### config.mk
export PLATFORM = sky130hd
export DESIGN_NAME = elastic_buffer_flat
export DESIGN_NICKNAME = d
export VERILOG_FILES = /design/src/rtl/elastic_buffer_if.sv /design/src/rtl/elastic_buffer.sv /design/src/flat_wrapper.sv
export SDC_FILE = /design/constraint.sdc
export NUM_CORES = 1
export LEC_CHECK = 0
export CORE_ASPECT_RATIO = 1.2
export CORE_MARGIN = 2
export CORE_UTILIZATION = 40
export DETAILED_ROUTE_END_ITERATION = 16
export SYNTH_ARGS = -nofsm -noshare
export SYNTH_HDL_FRONTEND = slang
export SYNTH_SLANG_ARGS = --single-unit
### constraint.sdc
create_clock -name i_clock -period 3.01 [get_ports i_clock]
set_input_delay 0.301 -clock i_clock [delete_from_list [all_inputs] [get_ports i_clock]]
set_output_delay 0.301 -clock i_clock [all_outputs]
set_load 0.05 [all_outputs]
### src/rtl/elastic_buffer_if.sv
// Valid/ready stream bundle: payload, valid from the producer, ready from the consumer.
// Latency: none, wires only.
// Backpressure: consumer drives rdy; a beat moves on an edge where vld & rdy.
// Ports (modports):
//   master : drives dat, vld; samples rdy
//   slave  : samples dat, vld; drives rdy
interface elastic_buffer_if #(
   parameter int DATA_WIDTH = 32
);
   logic [DATA_WIDTH-1:0] dat;
   logic                  vld;
   logic                  rdy;

   modport master (output dat, output vld, input rdy);
   modport slave  (input dat, input vld, output rdy);
endinterface

### src/rtl/elastic_buffer.sv
// DEPTH-entry valid/ready elastic buffer with occupancy count, sync flush, almost-full.
// Latency: 1 cycle from accept into an empty buffer to o_data valid; no pass-through.
// Backpressure: registered ready, drops only at DEPTH entries; no comb path rdy->rdy.
// Ports:
//   i_clock, i_aresetn : rising-edge clock, asynchronous active-low reset
//   i_flush            : synchronous discard of all entries (wins over handshakes)
//   s_in  (slave)      : upstream dat/vld in, rdy out (registered)
//   m_out (master)     : downstream dat/vld out (registered), rdy in
//   o_count            : entries held (registered)
//   o_almost_full      : o_count >= AFULL_LEVEL (registered)
module elastic_buffer #(
   parameter int DATA_WIDTH  = 32,
   parameter int DEPTH       = 4,
   parameter int AFULL_LEVEL = 3
) (
   input  logic                       i_clock,
   input  logic                       i_aresetn,
   input  logic                       i_flush,
   elastic_buffer_if.slave            s_in,
   elastic_buffer_if.master           m_out,
   output logic [$clog2(DEPTH+1)-1:0] o_count,
   output logic                       o_almost_full
);
   localparam int CNT_W = $clog2(DEPTH+1);
   localparam int PTR_W = $clog2(DEPTH);

   logic [DATA_WIDTH-1:0] mem [DEPTH];
   logic [PTR_W-1:0]      wr_ptr, rd_ptr, wr_ptr_n, rd_ptr_n;
   logic [CNT_W-1:0]      count_q, count_n;
   logic [DATA_WIDTH-1:0] data_q, data_n;
   logic                  in_rdy_q, out_vld_q, afull_q;
   logic                  acc, tx;

   // Pointers wrap at DEPTH, which need not be a power of two.
   function automatic logic [PTR_W-1:0] ptr_inc(input logic [PTR_W-1:0] p);
      return (p == PTR_W'(DEPTH-1)) ? '0 : p + PTR_W'(1);
   endfunction

   assign acc = s_in.vld & in_rdy_q;
   assign tx  = out_vld_q & m_out.rdy;

   always_comb begin
      count_n  = count_q;
      wr_ptr_n = wr_ptr;
      rd_ptr_n = rd_ptr;
      data_n   = data_q;
      if (i_flush) begin
         // o_data is left alone: it is don't-care while valid is low.
         count_n  = '0;
         wr_ptr_n = '0;
         rd_ptr_n = '0;
      end else begin
         if (acc) wr_ptr_n = ptr_inc(wr_ptr);
         if (tx)  rd_ptr_n = ptr_inc(rd_ptr);
         if (acc && !tx)
            count_n = count_q + CNT_W'(1);
         else if (!acc && tx)
            count_n = count_q - CNT_W'(1);
         // The new head equals the write slot only when the buffer would otherwise
         // be empty (a full buffer cannot accept), so forward the incoming word.
         if (acc && (wr_ptr == rd_ptr_n))
            data_n = s_in.dat;
         else if (tx)
            data_n = mem[rd_ptr_n];
      end
   end

   always_ff @(posedge i_clock or negedge i_aresetn) begin
      if (!i_aresetn) begin
         count_q   <= '0;
         wr_ptr    <= '0;
         rd_ptr    <= '0;
         data_q    <= '0;
         in_rdy_q  <= 1'b0;
         out_vld_q <= 1'b0;
         afull_q   <= 1'b0;
      end else begin
         count_q   <= count_n;
         wr_ptr    <= wr_ptr_n;
         rd_ptr    <= rd_ptr_n;
         data_q    <= data_n;
         in_rdy_q  <= (count_n != CNT_W'(DEPTH));
         out_vld_q <= (count_n != '0);
         afull_q   <= (count_n >= CNT_W'(AFULL_LEVEL));
      end
   end

   // Storage carries no reset; it is written only on a real accept.
   always_ff @(posedge i_clock) begin
      if (acc && !i_flush)
         mem[wr_ptr] <= s_in.dat;
   end

   assign s_in.rdy      = in_rdy_q;
   assign m_out.dat     = data_q;
   assign m_out.vld     = out_vld_q;
   assign o_count       = count_q;
   assign o_almost_full = afull_q;
endmodule

### src/flat_wrapper.sv
// flat-port wrapper written by rule: the top's interface ports become plain ports
module elastic_buffer_flat 
#(
   parameter int DATA_WIDTH  = 32,
   parameter int DEPTH       = 4,
   parameter int AFULL_LEVEL = 3
)
  (i_clock, i_aresetn, i_flush, o_count, o_almost_full, s_in_dat, s_in_vld, s_in_rdy, m_out_dat, m_out_vld, m_out_rdy);
  elastic_buffer_if #(.DATA_WIDTH(DATA_WIDTH)) s_in_i ();
  elastic_buffer_if #(.DATA_WIDTH(DATA_WIDTH)) m_out_i ();
  input  logic i_clock;
  input  logic i_aresetn;
  input  logic i_flush;
  output logic [$clog2(DEPTH+1)-1:0] o_count;
  output logic o_almost_full;
  input wire logic [$bits(s_in_i.dat)-1:0] s_in_dat;
  input wire logic [$bits(s_in_i.vld)-1:0] s_in_vld;
  output wire logic [$bits(s_in_i.rdy)-1:0] s_in_rdy;
  output wire logic [$bits(m_out_i.dat)-1:0] m_out_dat;
  output wire logic [$bits(m_out_i.vld)-1:0] m_out_vld;
  input wire logic [$bits(m_out_i.rdy)-1:0] m_out_rdy;
  assign s_in_i.dat = s_in_dat;
  assign s_in_i.vld = s_in_vld;
  assign s_in_rdy = s_in_i.rdy;
  assign m_out_dat = m_out_i.dat;
  assign m_out_vld = m_out_i.vld;
  assign m_out_i.rdy = m_out_rdy;
  elastic_buffer #(.DATA_WIDTH(DATA_WIDTH), .DEPTH(DEPTH), .AFULL_LEVEL(AFULL_LEVEL)) u_core (.i_clock(i_clock), .i_aresetn(i_aresetn), .i_flush(i_flush), .s_in(s_in_i), .m_out(m_out_i), .o_count(o_count), .o_almost_full(o_almost_full));
endmodule
==> results.py <==
metrics = {
    "sta": {
        "period_minus_slack_ns": 2.32,
        "worst-slew-pin-transition_ns": 0.546,
        "setup_viol": 0,
        "finalCritPeriodShare_pct": 77.1,
        "fmax_mhz": 431,
        "max_slew_margin_pct": 63.6,
        "finClkSkew_ns": 0.00696,
        "setup_tns_ns": 0,
        "slew_violations": 0,
        "finalHoldViolCount": 0,
        "rsz0062_at_grt": "false",
    },
    "detailed_routing": {
        "wire_per_inst_um": 18.9,
        "postRouteAntennaNets": 0,
        "met2_length_mm": 7.39,
        "drt_iter0_drc": 202,
        "met1_length_mm": 6.30,
        "drc": 0,
        "drt_first_pass_iters": 4,
        "dr_wl_met3_um": 589,
        "wirelength_mm": 14.5,
        "top_layer": "met4",
        "via_per_inst": 5.22,
        "vias": 4010,
    },
    "yosys": {
        "synth_fp_nets": 494,
        "yosys_warnings": 0,
        "synth-compound-area-share_pct": 11.5,
        "synth_edf_count": 128,
        "seq_area_frac_synth_pct": 69.5,
        "synth_mux_area_share_pct": 9.23,
        "synthDistinctLibCells": 35,
        "synth-async-reset-ratio_pct": 24.7,
        "postSynthAreaPerCell_um2": 15.7,
        "synth_top_family_by_area": "compound AO/OA/AOI/OAI gates",
        "synth_xor_xnor_area_share_pct": 0.373,
        "synth_area_um2": 7050,
        "synth_fa_ha_area_share_pct": 1.24,
        "yosys.area_share.simple_pct": 5.59,
        "synthCells": 450,
        "synth_seq_cells": 170,
        "synth_ff_type": "edfxtp_1",
    },
    "setup_path": {
        "crit_required_ns": 3.32,
        "reg2reg_to": "u_core.m_out.dat[6]$_DFFE_PN0P_",
        "path_max_fanout": 30,
        "start_kind": "flip-flop",
        "criticalPathCategory": "flip-flop to flip-flop",
        "reg2reg_slack_ns": 0.69,
        "r2r-start": "u_core.rd_ptr[0]$_DFF_PN0_",
        "worstRegToRegCells": 7,
        "arrival_ns": 2.63,
        "crit_path_end_kind": "flip-flop",
    },
    "place": {
        "numPortBuffers": 74,
        "placedInstanceArea_um2": 8110,
        "place_congestion": 0.759,
        "hpwlAfterDp_mm": 8.72,
    },
    "clocking": {
        "post_cts_resized": 0,
        "postCtsSetupBuffers": 0,
        "htreeDepth": 4,
        "root_buffer": "clkbuf_16",
        "cts_tree": "built",
        "cts_buffers": 17,
        "ctsLongestPathBuffers": 2,
        "hold_buffers": 1,
        "path_clk_slew_ns": 0.06,
        "insertion_delay_ns": 0.43,
        "cts_sinks": 170,
    },
    "floorplan": {
        "rows": 53,
        "die_w_um": 125,
        "core_area_um2": 17400,
        "initial_core_util_pct": 40.6,
        "fp.dieArea_um2": 18700,
        "die_h_um": 149,
        "io_pins": 75,
    },
    "final_layout": {
        "stdcell_area_um2": 8790,
        "multiInputGateArea_um2": 1990,
        "mostFrequentLayoutCells": "edfxtp_1, clkdlybuf4s50_1, nand2_1, mux2i_1, dfrtp_1",
        "layout_commonest_cell": "edfxtp_1",
        "diodes": 0,
        "num-nets-final": 579,
        "area_growth_pct": 24.7,
        "drive_above_1_share_pct": 16.2,
        "final_util_pct": 50.6,
        "fillers": 1491,
        "area.sequential_um2": 4890,
    },
    "outcome": {
        "status": "complete, no violations",
    },
    "global_route": {
        "grt-ovfl-total": 0,
        "antenna_found_initial": 0,
        "grt_usage_pct": 16.3,
        "grt_pass1_wl_mm": 23.2,
        "first_global_vias": 4204,
        "grt_max_degree": 33,
    },
    "power": {
        "power.density_nw_per_um2": 926,
        "vdd_ir_drop_max_uv": 489,
        "power_leakage_nw": 3.61,
    },
    "job": {
        "maxCapViolCount": 0,
    },
    "worst_hold_path": {
        "hold_class": "input port to async pin",
    },
}
-- worst max-delay path: stages, from the launching register on --
cell and delay (ns):
dfrtp_1 0.45, ha_1 0.28, and4bb_2 0.27, o21a_1 0.22, o221ai_4 0.31, buf_4 0.39
nand2_1 0.11, o22a_1 0.17
-- worst max path at each step --
stage,start,end,slack (ns),depth (start not counted)
2_1_floorplan,u_core.s_in.rdy$_DFF_PN0_,u_core.mem[3][0]$_DFFE_PP_,0.53,3
3_3_place_gp,m_out_rdy,u_core.m_out.dat[21]$_DFFE_PN0P_,0.51,7
3_5_place_dp,m_out_rdy,u_core.m_out.dat[6]$_DFFE_PN0P_,0.46,7
4_1_cts,u_core.rd_ptr[0]$_DFF_PN0_,u_core.m_out.dat[6]$_DFFE_PN0P_,0.67,7
5_1_grt,u_core.rd_ptr[0]$_DFF_PN0_,u_core.m_out.dat[9]$_DFFE_PN0P_,0.50,7
6_report,u_core.rd_ptr[0]$_DFF_PN0_,u_core.m_out.dat[6]$_DFFE_PN0P_,0.69,7
-- Yosys cell counts, types with 2 or more instances --
master / instances / area [um2]
a311oi_1: 2 / 17.5
o22a_1: 32 / 280
o21ai_0: 4 / 20.0
mux2i_1: 65 / 651
nor3_1: 3 / 15.0
a21oi_1: 3 / 15.0
xor2_1: 2 / 17.5
buf_6: 3 / 33.8
o22ai_2: 30 / 375
nand2_1: 67 / 251
a21boi_0: 3 / 22.5
and2_1: 5 / 31.3
dfrtp_1: 42 / 1050
and3_1: 2 / 12.5
clkbuf_1: 6 / 22.5
buf_4: 8 / 60.1
buf_2: 10 / 50.1
ha_1: 7 / 87.6
nor2_1: 7 / 26.3
inv_1: 4 / 15.0
nand3_1: 3 / 15.0
o21bai_1: 2 / 15.0
edfxtp_1: 128 / 3840
-- area by class of cell --
class / count / area share (%)
flip-flops and latches: 170 / 55.7
multi-input cells: 249 / 22.6
repair buffers: 93 / 10.7
clock buffers: 18 / 4.88
well taps: 220 / 3.13
clock inverters: 14 / 2.75
inverters: 4 / 0.171
-- layer usage --
| metal | global-route usage (%) | vias up |
|---|---|---|
| li1 | - | 1885 |
| met1 | 20.5 | 2032 |
| met2 | 27.6 | 79 |
| met3 | 3.44 | 14 |
| met4 | 6.44 | 0 |
| met5 | 0 | - |
-- sequential cells by signal (all words and copies together) (netlist names) --
register,count
u_core.o_count,3
u_core.wr_ptr,2
u_core.mem,128
u_core.m_out.vld,1
u_core.m_out.dat,32
u_core.o_almost_full,1
u_core.rd_ptr,2
u_core.s_in.rdy,1
-- report_power, final --
group | switching (mW) | total (mW) | internal [mW]
clock | 0.911 | 2.47 | 1.56
sequential | 0.210 | 3.07 | 2.86
combinational | 1.63 | 2.59 | 0.958
-- cells by family (layout without fill, tap and decap cells) --
group / count (synthesis) / in the layout
adders and majority gates: 7 / 7
buffers and inverters: 31 / 129
AOI/OAI and AO/OA: 82 / 82
muxes: 65 / 65
DFF: 170 / 170
xor gates and xnor gates: 3 / 3
and+or+nand+nor: 92 / 92
-- metrics by stage --
step / total power [mW] / worst slack (ns) / cells / hold WS (ns)
floorplan: 4.88 / 0.533 / 450 / 0.00541
CTS: 8.21 / 0.669 / 768 / 0.396
finish: 8.14 / 0.689 / 768 / 0.381
global route: 8.49 / 0.503 / 768 / 0.412
global placement: 5.70 / 0.509 / 735 / 0.309
detailed placement: 5.73 / 0.462 / 735 / 0.317
No activity file was read; power rests on OpenSTA's default activity.
